[src/rtl/mult_pkg.sv]
// Types and default widths shared by the multiplier controller, result RAM and reader.
package mult_pkg;

    localparam int DEFAULT_DATA_W = 32;
    localparam int DEFAULT_ADDR_W = 3;

    typedef enum logic [1:0] {
        IDLE   = 2'd0,
        STREAM = 2'd1,
        FLUSH  = 2'd2,
        DONE   = 2'd3
    } reader_state_t;

endpackage

[src/rtl/result_stream_reader_if.sv]
// RAM read port plus outgoing valid/ready word stream of the result reader.
interface result_stream_reader_if #(
    parameter int DATA_W = mult_pkg::DEFAULT_DATA_W,
    parameter int ADDR_W = mult_pkg::DEFAULT_ADDR_W
);
    logic              ram_rd_en;
    logic [ADDR_W-1:0] ram_rd_addr;
    logic [DATA_W-1:0] ram_rd_data;
    logic [DATA_W-1:0] out_data;
    logic              out_valid;
    logic              out_ready;
    logic              out_last;

    modport master (
        output ram_rd_en, ram_rd_addr, out_data, out_valid, out_last,
        input  ram_rd_data, out_ready
    );

    modport slave (
        input  ram_rd_en, ram_rd_addr, out_data, out_valid, out_last,
        output ram_rd_data, out_ready
    );
endinterface

[src/rtl/result_skid_fifo.sv]
// Two-entry FIFO of {last, data}; the reader's credit check keeps it from overflowing.
module result_skid_fifo
    import mult_pkg::*;
#(
    parameter int DATA_W = DEFAULT_DATA_W
) (
    input  logic              clk,
    input  logic              rst,
    input  logic              push,
    input  logic [DATA_W-1:0] push_data,
    input  logic              push_last,
    input  logic              pop,
    output logic [1:0]        count,
    output logic [DATA_W-1:0] head_data,
    output logic              head_last
);
    logic [DATA_W:0] mem [2];
    logic            wr_ptr;
    logic            rd_ptr;

    always_ff @(posedge clk or negedge rst) begin
        if (!rst) begin
            mem[0] <= '0;
            mem[1] <= '0;
            wr_ptr <= 1'b0;
            rd_ptr <= 1'b0;
            count  <= 2'd0;
        end else begin
            if (push) begin
                mem[wr_ptr] <= {push_last, push_data};
                wr_ptr      <= ~wr_ptr;
            end
            if (pop)
                rd_ptr <= ~rd_ptr;
            count <= count + {1'b0, push} - {1'b0, pop};
        end
    end

    assign {head_last, head_data} = mem[rd_ptr];
endmodule

[src/rtl/result_stream_reader.sv]
// Drains NUM_WORDS result words from the synchronous RAM and streams them out on valid/ready.
module result_stream_reader
    import mult_pkg::*;
#(
    parameter int DATA_W    = DEFAULT_DATA_W,
    parameter int ADDR_W    = DEFAULT_ADDR_W,
    parameter int NUM_WORDS = 4,
    parameter int BASE_ADDR = 0
) (
    input  logic                   clk,
    input  logic                   rst,
    input  logic                   start,
    result_stream_reader_if.master bus,
    output logic                   busy,
    output logic                   done
);
    localparam int CNT_W = ADDR_W + 1;
    localparam logic [CNT_W-1:0] WORDS    = CNT_W'(NUM_WORDS);
    localparam logic [CNT_W-1:0] LAST_IDX = CNT_W'(NUM_WORDS - 1);

    reader_state_t     state, state_nxt;
    logic [CNT_W-1:0]  issue_cnt;
    logic              inflight;
    logic              inflight_last;
    logic              issue;
    logic              pop;
    logic [1:0]        count;
    logic [2:0]        credit;
    logic [DATA_W-1:0] head_data;
    logic              head_last;

    assign pop = bus.out_valid && bus.out_ready;
    // Slots already claimed once this cycle's pop leaves: the inflight read counts as taken.
    assign credit = {1'b0, count} + {2'b00, inflight} - {2'b00, pop};
    assign issue  = (state == STREAM) && (issue_cnt < WORDS) && (credit < 3'd2);

    assign bus.ram_rd_en   = issue;
    assign bus.ram_rd_addr = ADDR_W'(BASE_ADDR) + issue_cnt[ADDR_W-1:0];
    assign bus.out_valid   = (count != 2'd0);
    assign bus.out_data    = head_data;
    assign bus.out_last    = head_last;

    always_ff @(posedge clk or negedge rst) begin
        if (!rst) begin
            state         <= IDLE;
            issue_cnt     <= '0;
            inflight      <= 1'b0;
            inflight_last <= 1'b0;
        end else begin
            state         <= state_nxt;
            inflight      <= issue;
            inflight_last <= issue && (issue_cnt == LAST_IDX);
            if (state == IDLE && start)
                issue_cnt <= '0;
            else if (issue)
                issue_cnt <= issue_cnt + CNT_W'(1);
        end
    end

    always_comb begin
        state_nxt = state;
        busy      = 1'b1;
        done      = 1'b0;
        case (state)
            IDLE: begin
                busy = 1'b0;
                if (start)
                    state_nxt = STREAM;
            end
            STREAM: begin
                if (issue && issue_cnt == LAST_IDX)
                    state_nxt = FLUSH;
            end
            FLUSH: begin
                if (pop && head_last)
                    state_nxt = DONE;
            end
            DONE: begin
                done      = 1'b1;
                state_nxt = IDLE;
            end
            default: state_nxt = IDLE;
        endcase
    end

    result_skid_fifo #(.DATA_W(DATA_W)) u_fifo (
        .clk       (clk),
        .rst       (rst),
        .push      (inflight),
        .push_data (bus.ram_rd_data),
        .push_last (inflight_last),
        .pop       (pop),
        .count     (count),
        .head_data (head_data),
        .head_last (head_last)
    );
endmodule
[src/flat_wrapper.sv]
// flat-port wrapper written by rule: the top's interface ports become plain ports
module result_stream_reader_flat import mult_pkg::*;
#(
    parameter int DATA_W    = DEFAULT_DATA_W,
    parameter int ADDR_W    = DEFAULT_ADDR_W,
    parameter int NUM_WORDS = 4,
    parameter int BASE_ADDR = 0
)
  (clk, rst, start, busy, done, bus_ram_rd_en, bus_ram_rd_addr, bus_out_data, bus_out_valid, bus_out_last, bus_ram_rd_data, bus_out_ready);
  result_stream_reader_if #(.DATA_W(DATA_W), .ADDR_W(ADDR_W)) bus_i ();
  input  logic clk;
  input  logic rst;
  input  logic start;
  output logic busy;
  output logic done;
  output wire logic [$bits(bus_i.ram_rd_en)-1:0] bus_ram_rd_en;
  output wire logic [$bits(bus_i.ram_rd_addr)-1:0] bus_ram_rd_addr;
  output wire logic [$bits(bus_i.out_data)-1:0] bus_out_data;
  output wire logic [$bits(bus_i.out_valid)-1:0] bus_out_valid;
  output wire logic [$bits(bus_i.out_last)-1:0] bus_out_last;
  input wire logic [$bits(bus_i.ram_rd_data)-1:0] bus_ram_rd_data;
  input wire logic [$bits(bus_i.out_ready)-1:0] bus_out_ready;
  assign bus_ram_rd_en = bus_i.ram_rd_en;
  assign bus_ram_rd_addr = bus_i.ram_rd_addr;
  assign bus_out_data = bus_i.out_data;
  assign bus_out_valid = bus_i.out_valid;
  assign bus_out_last = bus_i.out_last;
  assign bus_i.ram_rd_data = bus_ram_rd_data;
  assign bus_i.out_ready = bus_out_ready;
  result_stream_reader #(.DATA_W(DATA_W), .ADDR_W(ADDR_W), .NUM_WORDS(NUM_WORDS), .BASE_ADDR(BASE_ADDR)) u_core (.clk(clk), .rst(rst), .start(start), .bus(bus_i), .busy(busy), .done(done));
endmodule
[config.mk]
export PLATFORM = sky130hd
export DESIGN_NAME = result_stream_reader_flat
export DESIGN_NICKNAME = d
export VERILOG_FILES = /design/src/rtl/mult_pkg.sv /design/src/rtl/result_stream_reader_if.sv /design/src/rtl/result_skid_fifo.sv /design/src/rtl/result_stream_reader.sv /design/src/flat_wrapper.sv
export SDC_FILE = /design/constraint.sdc
export NUM_CORES = 1
export LEC_CHECK = 0
export BUFFER_PORTS_ARGS = -buffer_cell sky130_fd_sc_hd__buf_2
export CAP_MARGIN = 0
export CORE_ASPECT_RATIO = 0.9
export CORE_MARGIN = 2
export CORE_UTILIZATION = 50
export CTS_BUF_LIST = sky130_fd_sc_hd__clkbuf_4
export CTS_CLUSTER_DIAMETER = 50
export DETAILED_ROUTE_END_ITERATION = 12
export PLACE_DENSITY_LB_ADDON = 0.15
export SLEW_MARGIN = 10
export SYNTH_ARGS = -nofsm -noshare
export SYNTH_HDL_FRONTEND = slang
export SYNTH_SLANG_ARGS = --single-unit
[constraint.sdc]
create_clock -name clk -period 3.6 [get_ports clk]
set_input_delay 0.18 -clock clk [delete_from_list [all_inputs] [get_ports clk]]
set_output_delay 0.18 -clock clk [all_outputs]
set_load 0.01 [all_outputs]
* Yosys cells after proc, flatten, opt, wreduce, memory -nomap -nowiden *
Cells that the tools add are included.
W data, S select, Z words.

cells by class
  $add $sub $neg = 5
  $lt $le $gt $ge = 5
  eq/ne operators = 7
  mux-type cells = 14
  bitwise logic cells = 4
  reduce and logical (&&, ||, !) cells = 11

operators with widths
  kind                   number
  $mux W33               4
  $bwmux W66             1
  $demux W33 S1          1
  $mux W4                2
  $pmux W2 S4            1
  $logic_and A1 B1 Y1    7
  $mux W2                3
  $add A4 B1 Y4 const B  1
  $eq A2 B2 Y1 const B   2
  $eq A4 B2 Y1 const B   1
  $ge A2 B2 Y1 const B   2
  $lt A4 B3 Y1 const B   1
  $ne A2 B2 Y1 const B   2
  $not A1 Y2             2
  $reduce_bool A2 Y1     2
  $add A2 B1 Y3          1
  $lt A3 B2 Y1 const B   1
  $reduce_and A3 Y1      1
  $sub A3 B1 Y3          1
  $add A2 B1 Y2          1
  $eq A2 B1 Y1 const B   1
  $logic_not A2 Y1       1
  $lt A2 B1 Y1 const B   1
  $mux W1                2
  3 further kinds        4

word-level totals
  register bits = 78
  input bits = 36
  output and inout bits = 40
  logic and storage cells = 55

* Depth between registers and ports, before layout *
  word-level depth = 8
  mapped depth = 12

* By module *
From an unflattened synthesis, not the netlist that was laid out.

unflattened totals
  cells, all modules = 236
  area, all modules = 3741.1 um^2

modules (own cells, without submodules)
  module                times used  cells an instance  area each (um^2)
  result_skid_fifo      1           190                3210.6
  result_stream_reader  1           46                 530.5

* Worst setup path before layout *
Ideal clock, no wire load.

  path type = reg2reg
  start = reg u_core.u_fifo.count[1]
  end = reg u_core.state[1]
  library setup time = 125 ps
  data arrival time = 2656 ps
  setup slack = 819 ps
  cell stages (with the launch flop) = 12
  buffers on the path = 0
  period minus slack after synthesis = 2781 ps
  cells stage by stage = dfrtp_1 -> or2_2 -> nand2_1 -> inv_1 -> ha_1 -> inv_1 -> ha_1 -> fa_1 -> nor3_1 -> nand3_1 -> a221o_1 -> mux2_4

between the ends
  word-level cells in the longest chain between the ends = 8
  elaborated cells between the ends (all ways) = 11
  classes of those cells = add/sub (2); order compare (1); eq/ne (2); reduce/logical (6)

ends and longest elaborated chain
  element                             line                        text
  start: declaration                  result_skid_fifo.sv:13      output logic [1:0] count,
  start signal: assignment            result_skid_fifo.sv:35      count <= count + {1'b0, push} - {1'b0, pop};
  $reduce_bool A2 Y1                  result_stream_reader.sv:39  assign bus.out_valid = (count != 2'd0);
  net bus_out_valid                   flat_wrapper.sv:19          output wire logic [$bits(bus_i.out_valid)-1:0] bus_out_valid;
  $logic_and A1 B1 Y1                 result_stream_reader.sv:32  assign pop = bus.out_valid && bus.out_ready;
  net u_core.pop                      result_stream_reader.sv:26  logic pop;
  $sub A3 B1 Y3                       result_stream_reader.sv:34  assign credit = {1'b0, count} + {2'b00, inflight} - {2'b00, pop};
  net u_core.credit[1]                result_stream_reader.sv:28  logic [2:0] credit;
  $lt A3 B2 Y1                        result_stream_reader.sv:35  assign issue = (state == STREAM) && (issue_cnt < WORDS) && (credit < 3'd2);
  $logic_and A1 B1 Y1                 result_stream_reader.sv:35
  $logic_and A1 B1 Y1                 result_stream_reader.sv:71  if (issue && issue_cnt == LAST_IDX)
  $ne A2 B2 Y1 (no source line)       -
  $reduce_and A3 Y1 (no source line)  -
  end signal: assignment              result_stream_reader.sv:50  state <= state_nxt;
  end: declaration                    result_stream_reader.sv:21  reader_state_t state, state_nxt;

The timed path passes the listed nets, and every way through them passes these cells.
A chain may end at the register's enable or synchronous reset.

* Worst setup path after layout *
  start = reg u_core.u_fifo.count[1]
  end = out bus_ram_rd_en

between the ends
  word-level cells in the longest chain between the ends = 5
  elaborated cells between the ends (all ways) = 6
  classes of those cells = add/sub (2); order compare (1); reduce/logical (3)

ends and longest elaborated chain
  element               line                        text
  $reduce_bool A2 Y1    result_stream_reader.sv:39
  $logic_and A1 B1 Y1   result_stream_reader.sv:32
  net u_core.pop        result_stream_reader.sv:26
  $sub A3 B1 Y3         result_stream_reader.sv:34
  net u_core.credit[1]  result_stream_reader.sv:28
  $lt A3 B2 Y1          result_stream_reader.sv:35
  $logic_and A1 B1 Y1   result_stream_reader.sv:35
  end: declaration      flat_wrapper.sv:16          output wire logic [$bits(bus_i.ram_rd_en)-1:0] bus_ram_rd_en;

The timed path passes the listed nets, and every way through them passes these cells.

==> impl_metrics.tcl <==
set metrics [dict create \
    hold_class "input pin to register" \
    post_dp_cell_area_um2 3890 \
    die_w_um 91.6 \
    period_share_pct 87.0 \
    mostFrequentLayoutCell "mux2_2" \
    overflow 0 \
    cts_made_buffers 9 \
    cap_violations 0 \
    syn-cell-area_um2 3450 \
    htreeDepth 3 \
    wl_met3_um 292 \
    status "finished clean" \
    grt_antenna_before_repair 0 \
    area.growth.synth_to_final_pct 26.0 \
    yosysTopAreaCell "dfrtp_1" \
    cts_sinks 78 \
    syn_inst 231 \
    die_h_um 82.8 \
    hold_viol_final 0 \
    ir_drop_v 0.000412 \
    cts_root_buffer "clkbuf_4" \
    arrival_ns 2.95 \
    max_freq_ghz 0.319 \
    path_max_fanout 5 \
    drv_slew 0 \
    die_area_um2 7580 \
    drive_above_1_share_pct 56.4 \
    synth_area_leaders "dfrtp_1 (57%), mux2_2 (32%), ha_1 (2.9%)" \
    track_usage_pct 18.6 \
    cts.clk_slew.worst_paths_ns 0.11 \
    ys_seq_area_share_pct 56.6 \
    coreArea_um2 6620 \
    synth_top_area_share_pct 56.6 \
    p_per_area_nw_per_um2 863 \
    drt_iter0_markers 74 \
    design_area_um2 4350 \
    fp-row-count 28 \
    avgRoutedWirePerCell_um 15.1 \
    grt_first_pass_wirelength_um 11200 \
    relSlewSlack_pct 31.2 \
    routed_wirelength_um 6530 \
    num_antenna_cells 0 \
    setup_viol 0 \
    vias 2159 \
    rr_worst_depth 11 \
    worst_pin_slew_ns 1.03 \
    cts_tree "built" \
    rsz0062_at_grt "false" \
    p_leak_nw 2.06 \
    syn_nets 276 \
    wl_met2_um 3210 \
    post-route-min-period_ns 3.13 \
    gp_congestion 0.743 \
    end_kind "output port" \
    initial_core_util_pct 52.1 \
    wl_met1_um 2930 \
    cts_hold_buffers 31 \
    skew_ns 0.0140 \
    cp-start-kind "register" \
    layout.nets 383 \
    hpwl_um 3990 \
    first_pass_iters 4 \
    cts_setup_buffers 0 \
    ios 76 \
    cts_resized 0 \
    via_per_inst 5.00 \
    holdWs_ns 0.0354 \
    yosysWarnings 0 \
    crit_required_ns 3.42 \
    ys_ff_latch 78 \
    grt_max_degree 79 \
    clock_latency_ns 0.41 \
    yosys.cell_types.count 24 \
    grt_pass1_vias 2340 \
    drtAntennaViolNets 0 \
    highest_layer "met4" \
    drc 0 \
    fin_setup_tns_ns 0 \
    hold_depth 2 \
    path_class "register to output port" \
    synth_area_per_cell_um2 14.9 \
    layout_common_cells "mux2_2 (98), dfrtp_1 (78), buf_2 (74)" \
    clock_path_buffers 2 \
    port_buffers 75 \
]
cell usage after synthesis, drive strengths merged:
cell type / n
a21boi: 1
a21oi: 2
a221o: 1
a2bb2oi: 1
and2: 1
and3: 1
buf: 10
clkbuf: 4
dfrtp: 78
fa: 1
ha: 8
inv: 8
mux2: 100
mux2i: 2
nand2: 2
nand3: 2
nor2: 3
nor3: 1
or2: 1
xnor2: 2
xor2: 2
power by group:
group,internal (mW),switching [mW],leakage [nW],total [mW]
Clock,0.212,0.285,0.0697,0.497
Sequential,1.29,0.210,0.947,1.50
Combinational,0.992,0.760,1.05,1.75
metrics by stage:
stage / cells / total power [mW] / utilization (%) / setup WS, ns
after floorplan: 231 / 2.74 / - / 0.819
after global placement: 384 / 3.21 / 58.8 / 0.771
after detailed placement: 384 / 3.26 / 58.8 / 0.717
after CTS: 430 / 3.79 / 65.4 / 0.441
after global routing: 432 / 4.04 / 65.7 / 0.220
final: 432 / 3.75 / 65.7 / 0.468
layout make-up:
cell class | count | area [um2]
clock buffers | 10 | 75.1
clock inverters | 5 | 51.3
fillers | 504 | 2270
repair buffers | 110 | 723
flip-flops and latches | 78 | 1950
multi-input cells | 131 | 1410
inverters | 8 | 30.0
well taps | 90 | 113
flip-flops by register name, summed over array words and instances, names as in the netlist:
signal,count
u_core.u_fifo.count,2
u_core.state,2
u_core.issue_cnt,4
u_core.u_fifo.rd_ptr,1
u_core.inflight_last,1
u_core.inflight,1
u_core.u_fifo.wr_ptr,1
u_core.u_fifo.mem,66
worst paths after layout:
kind / to / slack (ns) / from
max: bus_ram_rd_en / 0.47 / u_core.u_fifo.count[1]
min: u_core.u_fifo.mem[35] / 0.04 / bus_ram_rd_data[2]
max reg2reg: u_core.state[1] / 0.69 / u_core.u_fifo.count[1]
min reg2reg: u_core.u_fifo.wr_ptr / 0.50 / u_core.inflight
max in group asynchronous: u_core.u_fifo.mem[7] / 2.51 / rst
min in group asynchronous: u_core.u_fifo.mem[50] / 0.46 / rst
routing by layer:
layer	track usage (%)	vias to the layer above
met1	24.5	1070
li1	-	1023
met4	5.23	0
met5	0	-
met2	29.3	56
met3	6.44	10
worst max-delay path, stage by stage (launching register included):
cell	delay, ns
dfrtp_1	0.42
or2_2	0.33
nand2_1	0.11
inv_1	0.05
ha_1	0.26
inv_1	0.04
ha_1	0.18
fa_1	0.47
nor3_1	0.20
and3_1	0.32
buf_2	0.18
cells by family after synthesis:
kind of cell	count (synthesis)	share of synthesized area [%]
fa+ha+maj	9	3.48
flops	78	56.6
mux	102	33.4
compound gates	5	1.05
xor+xnor	4	1.02
simple gates	11	1.52
buf+inv	22	2.94
(Power assumes the default switching activity.)
